<file path="src/rtl/sevenseg_pkg.sv">
// rtl/sevenseg_pkg.sv - shared state codes, hex font and polarity helper for the scanner
package sevenseg_pkg;

    localparam logic [0:0] ST_GAP   = 1'b0;
    localparam logic [0:0] ST_DRIVE = 1'b1;

    // Active-high abc_defg patterns, entry 15 first.
    localparam logic [15:0][6:0] HEX_SEG = {
        7'b1000111, 7'b1001111, 7'b0111101, 7'b1001110,
        7'b0011111, 7'b1110111, 7'b1110011, 7'b1111111,
        7'b1110000, 7'b1011111, 7'b1011011, 7'b0110011,
        7'b1111001, 7'b1101101, 7'b0110000, 7'b1111110
    };

    function automatic logic [6:0] seg_polarity(input logic [6:0] pattern, input logic active_low);
        return active_low ? ~pattern : pattern;
    endfunction

endpackage

</file>
<file path="src/rtl/scan_divider.sv">
// rtl/scan_divider.sv - free-running slot divider, tick marks the last cycle of each slot
module scan_divider
    import sevenseg_pkg::*;
#(
    parameter int DIV_BITS = 16,
    parameter int DIV_MAX  = 49999
) (
    input  logic clk,
    input  logic reset,
    output logic tick
);
    logic [DIV_BITS-1:0] div_q;
    logic [DIV_BITS-1:0] div_d;

    assign tick = (div_q == DIV_BITS'(DIV_MAX));

    always_comb begin
        div_d = tick ? '0 : div_q + DIV_BITS'(1);
    end

    always_ff @(posedge clk or posedge reset) begin
        if (reset) begin
            div_q <= '0;
        end else begin
            div_q <= div_d;
        end
    end

endmodule

</file>
<file path="src/rtl/sevenseg_scanner.sv">
// rtl/sevenseg_scanner.sv - time-multiplexed seven-segment scanner
// Frame-synchronous value commit, per-slot dead time and leading-zero blanking.
module sevenseg_scanner
    import sevenseg_pkg::*;
#(
    parameter int DIGITS         = 4,
    parameter int DIV_BITS       = 16,
    parameter int DIV_MAX        = 49999,
    parameter int GHOST_CYCLES   = 2,
    parameter int SEG_ACTIVE_LOW = 1,
    parameter int AN_ACTIVE_LOW  = 1
) (
    input  logic                clk,
    input  logic                reset,
    input  logic                load,
    input  logic [DIGITS*4-1:0] value,
    input  logic [DIGITS-1:0]   dp_mask,
    input  logic                blank_zeros,
    output logic [6:0]          seg,
    output logic                dp,
    output logic [DIGITS-1:0]   an,
    output logic                frame_done
);
    localparam int                IDX_W    = (DIGITS > 1) ? $clog2(DIGITS) : 1;
    localparam logic [IDX_W-1:0]  IDX_LAST = IDX_W'(DIGITS - 1);
    localparam logic              SEG_INV  = (SEG_ACTIVE_LOW != 0);
    localparam logic [6:0]        SEG_OFF  = {7{SEG_INV}};
    localparam logic [DIGITS-1:0] AN_OFF   = {DIGITS{AN_ACTIVE_LOW != 0}};

    logic                tick;
    logic                boundary;
    logic                zero_run;
    logic                lit;
    logic                dp_req;
    logic [3:0]          digit;
    logic [DIGITS-1:0]   blank;
    logic [DIGITS-1:0]   sel_oh;

    logic [IDX_W-1:0]    idx_q, idx_d;
    logic [0:0]          state_q, state_d;
    logic [DIV_BITS-1:0] gap_q, gap_d;
    logic [DIGITS*4-1:0] disp_val_q, disp_val_d, pend_val_q, pend_val_d;
    logic [DIGITS-1:0]   disp_dp_q, disp_dp_d, pend_dp_q, pend_dp_d;
    logic                disp_bz_q, disp_bz_d, pend_bz_q, pend_bz_d;
    logic                pend_flag_q, pend_flag_d;
    logic [6:0]          seg_q, seg_d;
    logic                dp_q, dp_d;
    logic [DIGITS-1:0]   an_q, an_d;
    logic                frame_done_q, frame_done_d;

    scan_divider #(
        .DIV_BITS (DIV_BITS),
        .DIV_MAX  (DIV_MAX)
    ) u_div (
        .clk   (clk),
        .reset (reset),
        .tick  (tick)
    );

    always_comb begin
        boundary = tick && (idx_q == IDX_LAST);

        idx_d   = idx_q;
        state_d = state_q;
        gap_d   = gap_q;
        if (tick) begin
            idx_d   = boundary ? '0 : idx_q + IDX_W'(1);
            state_d = (GHOST_CYCLES == 0) ? ST_DRIVE : ST_GAP;
            gap_d   = '0;
        end else if (state_q == ST_GAP) begin
            if (32'(gap_q) + 32'd1 >= 32'(GHOST_CYCLES)) begin
                state_d = ST_DRIVE;
            end else begin
                gap_d = gap_q + DIV_BITS'(1);
            end
        end

        // A load on the boundary tick goes straight to the display so it is not lost a frame.
        disp_val_d  = disp_val_q;
        disp_dp_d   = disp_dp_q;
        disp_bz_d   = disp_bz_q;
        pend_val_d  = pend_val_q;
        pend_dp_d   = pend_dp_q;
        pend_bz_d   = pend_bz_q;
        pend_flag_d = pend_flag_q;
        if (boundary && load) begin
            disp_val_d  = value;
            disp_dp_d   = dp_mask;
            disp_bz_d   = blank_zeros;
            pend_flag_d = 1'b0;
        end else if (boundary && pend_flag_q) begin
            disp_val_d  = pend_val_q;
            disp_dp_d   = pend_dp_q;
            disp_bz_d   = pend_bz_q;
            pend_flag_d = 1'b0;
        end else if (load) begin
            pend_val_d  = value;
            pend_dp_d   = dp_mask;
            pend_bz_d   = blank_zeros;
            pend_flag_d = 1'b1;
        end

        zero_run = disp_bz_d;
        blank    = '0;
        for (int i = DIGITS - 1; i >= 0; i--) begin
            zero_run = zero_run && (disp_val_d[4*i +: 4] == 4'h0);
            blank[i] = (i != 0) && zero_run;
        end

        lit    = 1'b0;
        digit  = 4'h0;
        dp_req = 1'b0;
        for (int i = 0; i < DIGITS; i++) begin
            if (idx_d == IDX_W'(i)) begin
                digit  = disp_val_d[4*i +: 4];
                dp_req = disp_dp_d[i];
                lit    = (state_d == ST_DRIVE) && !blank[i];
            end
        end

        sel_oh       = lit ? (DIGITS'(1) << idx_d) : '0;
        an_d         = sel_oh ^ AN_OFF;
        seg_d        = seg_polarity(lit ? HEX_SEG[digit] : 7'h00, SEG_INV);
        dp_d         = (lit && dp_req) ^ SEG_INV;
        frame_done_d = boundary;
    end

    always_ff @(posedge clk or posedge reset) begin
        if (reset) begin
            idx_q        <= '0;
            state_q      <= ST_GAP;
            gap_q        <= '0;
            disp_val_q   <= '0;
            disp_dp_q    <= '0;
            disp_bz_q    <= 1'b0;
            pend_val_q   <= '0;
            pend_dp_q    <= '0;
            pend_bz_q    <= 1'b0;
            pend_flag_q  <= 1'b0;
            seg_q        <= SEG_OFF;
            dp_q         <= SEG_INV;
            an_q         <= AN_OFF;
            frame_done_q <= 1'b0;
        end else begin
            idx_q        <= idx_d;
            state_q      <= state_d;
            gap_q        <= gap_d;
            disp_val_q   <= disp_val_d;
            disp_dp_q    <= disp_dp_d;
            disp_bz_q    <= disp_bz_d;
            pend_val_q   <= pend_val_d;
            pend_dp_q    <= pend_dp_d;
            pend_bz_q    <= pend_bz_d;
            pend_flag_q  <= pend_flag_d;
            seg_q        <= seg_d;
            dp_q         <= dp_d;
            an_q         <= an_d;
            frame_done_q <= frame_done_d;
        end
    end

    assign seg        = seg_q;
    assign dp         = dp_q;
    assign an         = an_q;
    assign frame_done = frame_done_q;

endmodule

</file>
<file path="config.mk">
export PLATFORM = sky130hd
export DESIGN_NAME = sevenseg_scanner
export DESIGN_NICKNAME = d
export VERILOG_FILES = /design/src/rtl/sevenseg_pkg.sv /design/src/rtl/scan_divider.sv /design/src/rtl/sevenseg_scanner.sv
export SDC_FILE = /design/constraint.sdc
export NUM_CORES = 1
export LEC_CHECK = 0
export BUFFER_PORTS_ARGS = -buffer_cell sky130_fd_sc_hd__buf_4
export CAP_MARGIN = 20
export CORE_ASPECT_RATIO = 1.25
export CORE_MARGIN = 1
export CORE_UTILIZATION = 25
export CTS_BUF_LIST = sky130_fd_sc_hd__clkbuf_16
export CTS_CLUSTER_DIAMETER = 200
export DETAILED_ROUTE_END_ITERATION = 10
export SYNTH_ARGS = -nofsm -noshare
export SYNTH_HDL_FRONTEND = slang
export SYNTH_SLANG_ARGS = --single-unit
</file>
<file path="constraint.sdc">
create_clock -name clk -period 3.2 [get_ports clk]
set_clock_uncertainty 0.05 [all_clocks]
set_input_delay 0.48 -clock clk [delete_from_list [all_inputs] [get_ports clk]]
set_output_delay 0.48 -clock clk [all_outputs]
set_load 0.005 [all_outputs]
</file>
### Word-level counts from Yosys, hierarchy flattened

Memories as Yosys holds them, arrays and structs flattened.
Index checks and enable logic that the tools add are counted.

* $add $sub $neg: 4
* magnitude comparators: 2
* equality and inequality tests: 7
* shift operators: 1
* mux-type cells: 33
* bitwise operators: 5
* reduce and logical (&&, ||, !) cells: 20

Operators with widths (number)
* 16-bit two-way mux: 6
* 16-bit by 1-bit adder with 16-bit output, second input constant: 2
* 4-bit two-way mux: 7
* 16-bit by 1-bit adder with 17-bit output, second input constant: 1
* 17-bit by 2-bit greater-or-equal comparator with 1-bit output, second input constant: 1
* 16-bit == test, second input constant: 1
* 1-bit two-way mux: 16
* 7-bit two-way mux: 2
* 4-bit zero test: 3
* 1-bit logical AND: 10
* 7-bit NOT: 1
* 2-bit == test, second input constant: 3
* 4-bit by 5-bit less-than comparator with 1-bit output, second input constant: 1
* 2-bit two-way mux: 2
* 2-bit inequality test, second input constant: 2
* 4-bit NOT: 1
* 1-bit by 2-bit left shift with 4-bit output, first input constant: 1
* 1-bit zero test: 3
* 1-bit NOT: 3
* 3-bit AND reduction: 1
* 3-bit nonzero test: 1
* 2-bit by 1-bit adder with 2-bit output, second input constant: 1
* 2-bit by 1-bit == test with 1-bit output, second input constant: 1
* 2-bit zero test: 1
* 2-bit AND reduction: 1

* register bits after elaboration: 91
* bits in read-only memories: 112
* bits of input ports: 24
* output and inout port bits: 13
* word-level logic and storage cells: 88
* memories: 1

Memories
* (name not given): depth 16, bits a word 7, read ports 1, clocked after Yosys merged registers in 0, write ports 0, line sevenseg_scanner.sv:123 `seg_d = seg_polarity(lit ? HEX_SEG[digit] : 7'h00, SEG_INV);`

### Logic depth before layout (Yosys ltp)

* depth after elaboration: 16
* depth in mapped cells: 15

### Modules after synthesis

A second synthesis with hierarchy kept.

* cell total of the unflattened synthesis: 399
* area total of the unflattened synthesis: 4461.8 µm²

By module, submodules not included
* sevenseg_scanner: instances 1, cells an instance 331, area each 3704.8 µm², sequential area each 1891.8 µm²
* scan_divider: instances 1, cells an instance 68, area each 757.0 µm², sequential area each 400.4 µm²

### Worst setup path after synthesis

OpenSTA, ideal clock, no wires.

* path kind: reg2reg
* from: register u_div.div_q[0]
* to: register seg_q[3] (netlist: seg[3])
* data arrival time: 2947 ps
* data required time: 3059 ps
* slack: 113 ps
* cell stages (with the launch flop): 14
* path through: dfrtp_1 > ha_1 > and3_1 > buf_2 > and4_4 > buf_6 > buf_2 > and3_1 > o22a_1 > o31ai_1 > ha_1 > nor2_1 > a211oi_1 > o31ai_1

* word-level cells in the longest chain between the ends: 16

RTL lines
* start: declaration: line scan_divider.sv:12 `logic [DIV_BITS-1:0] div_q;`
* start signal: assignment: line scan_divider.sv:25 `div_q <= div_d;`
* 16-bit == test *: line scan_divider.sv:15 `assign tick = (div_q == DIV_BITS'(DIV_MAX));`
* branches (longest 13 deep; another with memory 16 x 7 bit)
* 7-bit two-way mux *: line sevenseg_scanner.sv:123
* 7-bit NOT *: line sevenseg_pkg.sv:16 `return active_low ? ~pattern : pattern;`
* net seg_d[3]: line sevenseg_scanner.sv:46 `logic [6:0] seg_q, seg_d;`
* end signal: assignment: line sevenseg_scanner.sv:155 `seg_q <= seg_d;`
* end: declaration: line sevenseg_scanner.sv:46

Mark *: on every way through the listed nets, which the timed path passes. The select of a mux whose other input is x is not followed.
A chain may end at the register's enable or synchronous reset.

### Final worst setup path

* from: register u_div.div_q[0]
* to: register seg_q[0] (netlist: seg[0])

The elaborated chain is that of the path after synthesis.

==> key figures <==
Run status
  – Status: finished clean

Yosys
  – Synth Flop Type: dfrtp_1
  – Avg Inst Size Synth: 11.1 sq um
  – Post-synth EDFFs: 0
  – Seq/Total Area, Yosys: 53.7%
  – Ys Warns: 0
  – Top area cells in the synthesized netlist: dfrtp_1, dfstp_2, mux2_2
  – Synthesized instance count: 384
  – Post-synth ARST share: 100%
  – Post-synthesis cell type count: 60
  – Post-Syn Nets: 417
  – Dominant cell type by area after synthesis: dfrtp_1
  – Mapped cell area: 4270 sq um
  – Synth top area share: 46.3%
  – Count leader, synth: dfrtp_1
  – Synth cell count leaders: dfrtp_1, nor2_1, nand2_1
  – Number of synthesized register bits: 91

Global route
  – Total global routing overflow: 0
  – Vias in the first global route: 3227
  – All-Layer GR Usage: 11.7%
  – First-pass GRT wire length: 16.1 mm
  – Largest net degree at the start of global routing: 50
  – Initial antenna violation count: 0

Clock network
  – Clock Latency Late Sink: 0.34 ns
  – Max H-tree Level: 3
  – Num CTS Buffers: 9
  – CTS tree: yes
  – CTS root buf: clkbuf_16
  – Worst-case clock buffer depth: 2
  – Sinks on Clock Net: 91
  – Clock-pin transition on the worst setup and hold timing paths: 0.06 ns

Layout
  – Layout cells sized above 1: 26.6%
  – Final Util: 31.0%
  – Post-Layout Inst Area: 5200 sq um
  – Filler instances: 1685
  – Final nets: 468
  – N_diodes: 0
  – Area Growth Syn to Fin: 21.9%

Setup path
  – Crit path max fanout: 12
  – CP max stage delay: 0.63 ns
  – Levels on crit path: 9
  – CP cell instances: ha_1 -> and3_1 -> and4_4 -> mux2i_2 -> buf_4 -> a2111oi_1 -> or4_1 -> or3_1 -> o2111ai_1
  – CP top delay family: simple AND/OR/NAND/NOR gates
  – Worst setup endpoint: seg[0]
  – Slowest cell on crit path: or4_1
  – Req. time, crit path: 3.40 ns
  – Worst reg2reg endpoint: seg[0]
  – Worst reg2reg path depth: 9
  – Worst R2R Start: u_div.div_q[0]
  – CP arrival: 3.26 ns
  – WP buf/inv: 1
  – Critical Path Sink Type: flip-flop
  – Worst R2R Setup Slack: 0.14 ns
  – Critical path type: flip-flop to flip-flop
  – Timing startpoint of the critical path: u_div.div_q[0]
  – CP Launch Type: flip-flop

Die
  – I/O pins: 37
  – Rows: 53
  – Die ar.: 17600 sq um
  – Die width: 119 um
  – Core area: 16800 sq um
  – Starting Density: 25.5%
  – Die Ht: 148 um

Placed design
  – Post-DP HPWL: 7.12 mm
  – Final GP Congestion: 0.877
  – Port Buf Inserts: 36
  – Pre-CTS setup slack: 0.190 ns
  – DP Area: 4890 sq um

STA
  – FMAX: 327 MHz
  – Worst slew pin tran: 0.784 ns
  – Fin Setup TNS: 0 ns
  – Slew Viols, Final: 0
  – Final worst slack: 0.141 ns
  – Normalized max-slew margin: 47.7%
  – Crit share post-route: 95.6%
  – Fin crit period: 3.06 ns
  – Final hold violations: 0
  – Count of final setup violators: 0
  – RSZ-0062 raised after global routing: false

Power and ir drop
  – Power Density: 436 nW/um^2
  – Leak: 2.29 nW
  – Worst vdd ir: 201 uV

Detailed routing
  – Wire per inst: 14.9 um
  – Via count: 3124
  – Post-DR vias/cell: 4.73
  – WL final: 9.82 mm
  – DRT antenna net count: 0
  – Drt first pass iters: 4
  – # DRC: 0
  – Initial DRC count: 93

Min path
  – Hold crit path type: primary input to asynchronous set/reset pin

Run
  – Max_cap viols: 0
## report_power, final
part,switching (W),internal (W),leakage [nW],total [W]
registers,0.0000136,0.00118,1.07,0.00119
clock network,0.000416,0.000563,0.140,0.000979
logic,0.0000475,0.0000504,1.08,0.0000979
total,0.000477,0.00179,2.29,0.00227
## cell families after synthesis
kind of cell	Yosys count	synth area share (%)
simple gates	130	16.5
xor+xnor	16	3.28
flops	91	53.7
fa+ha+maj	9	2.64
mux	30	7.76
compound gates	76	12.9
buf+inv	32	3.25
## worst min-delay path by stage
| stage | end | slack [ns] | depth (start not counted) |
|---|---|---|---|
| floorplan | u_div.div_q[13] | 0.40 | 1 |
| global placement | u_div.div_q[0] | 0.42 | 1 |
| detailed placement | u_div.div_q[0] | 0.43 | 1 |
| CTS | frame_done | 0.24 | 2 |
| global route | frame_done | 0.26 | 2 |
| finish | frame_done | 0.22 | 2 |
## timing repair
action	in CTS	in global routing
hold buffers	0	0
gates resized for setup	0	3
setup endpoints to repair	0	6
buffers inserted	0	3
## metal layers
| metal | vias to the layer above | share of wire (%) | global-route usage [%] |
|---|---|---|---|
| met2 | 53 | 54 | 21.6 |
| met4 | 0 | 3.1 | 6.33 |
| li1 | 1497 | - | - |
| met5 | - | 0 | 0 |
| met3 | 21 | 2.5 | 2.15 |
| met1 | 1553 | 41 | 12.6 |
## final cells by class
class	instances	area, sq um	share of cell area [%]
timing repair buffer	58	448	8.61
sequential	91	2290	44.0
tap	220	275	5.29
multi-input combinational	261	1860	35.7
inverter	14	55.1	1.06
clock buffer	10	250	4.81
clock inverter	6	27.5	0.529
## through the flow
stage / hold slack (ns) / power, W / cells
after floorplan: 0.403 / 0.00127 / 384
after global placement: 0.415 / 0.00131 / 641
after detailed placement: 0.433 / 0.00131 / 641
after CTS: 0.238 / 0.00230 / 657
after global routing: 0.261 / 0.00237 / 660
final: 0.216 / 0.00227 / 660
## registers in the layout, summed over array words and instances, names as in the netlist
signal	count
disp_val_q	16
gap_q	16
pend_val_q	16
u_div.div_q	16
seg	7
an	4
disp_dp_q	4
pend_dp_q	4
idx_q	2
disp_bz_q	1
dp	1
frame_done	1
pend_bz_q	1
pend_flag_q	1
state_q	1
## cells in the final DEF (no fill, tap or decap), types with 2 or more instances in the layout
cell / instances
nor2_1: 34
mux2i_1: 7
nor2b_1: 5
inv_1: 11
xor2_1: 9
xnor2_1: 7
nor4_1: 6
clkbuf_16: 10
a21oi_1: 16
and4b_1: 2
dfstp_2: 12
and2_1: 5
o21ai_0: 3
o22a_1: 6
a211o_1: 2
mux2_2: 22
buf_4: 57
and3_1: 18
o22ai_1: 15
nand3_1: 12
clkinv_1: 3
nor3b_1: 5
nand4_1: 7
o31ai_1: 3
nand2_1: 24
o211ai_1: 2
o221ai_1: 4
nor3_1: 2
a2bb2oi_1: 7
dfrtp_1: 79
clkinv_2: 4
o21a_1: 3
nor4_4: 2
ha_1: 9
a211oi_1: 2
No activity file was read; power rests on OpenSTA's default activity.
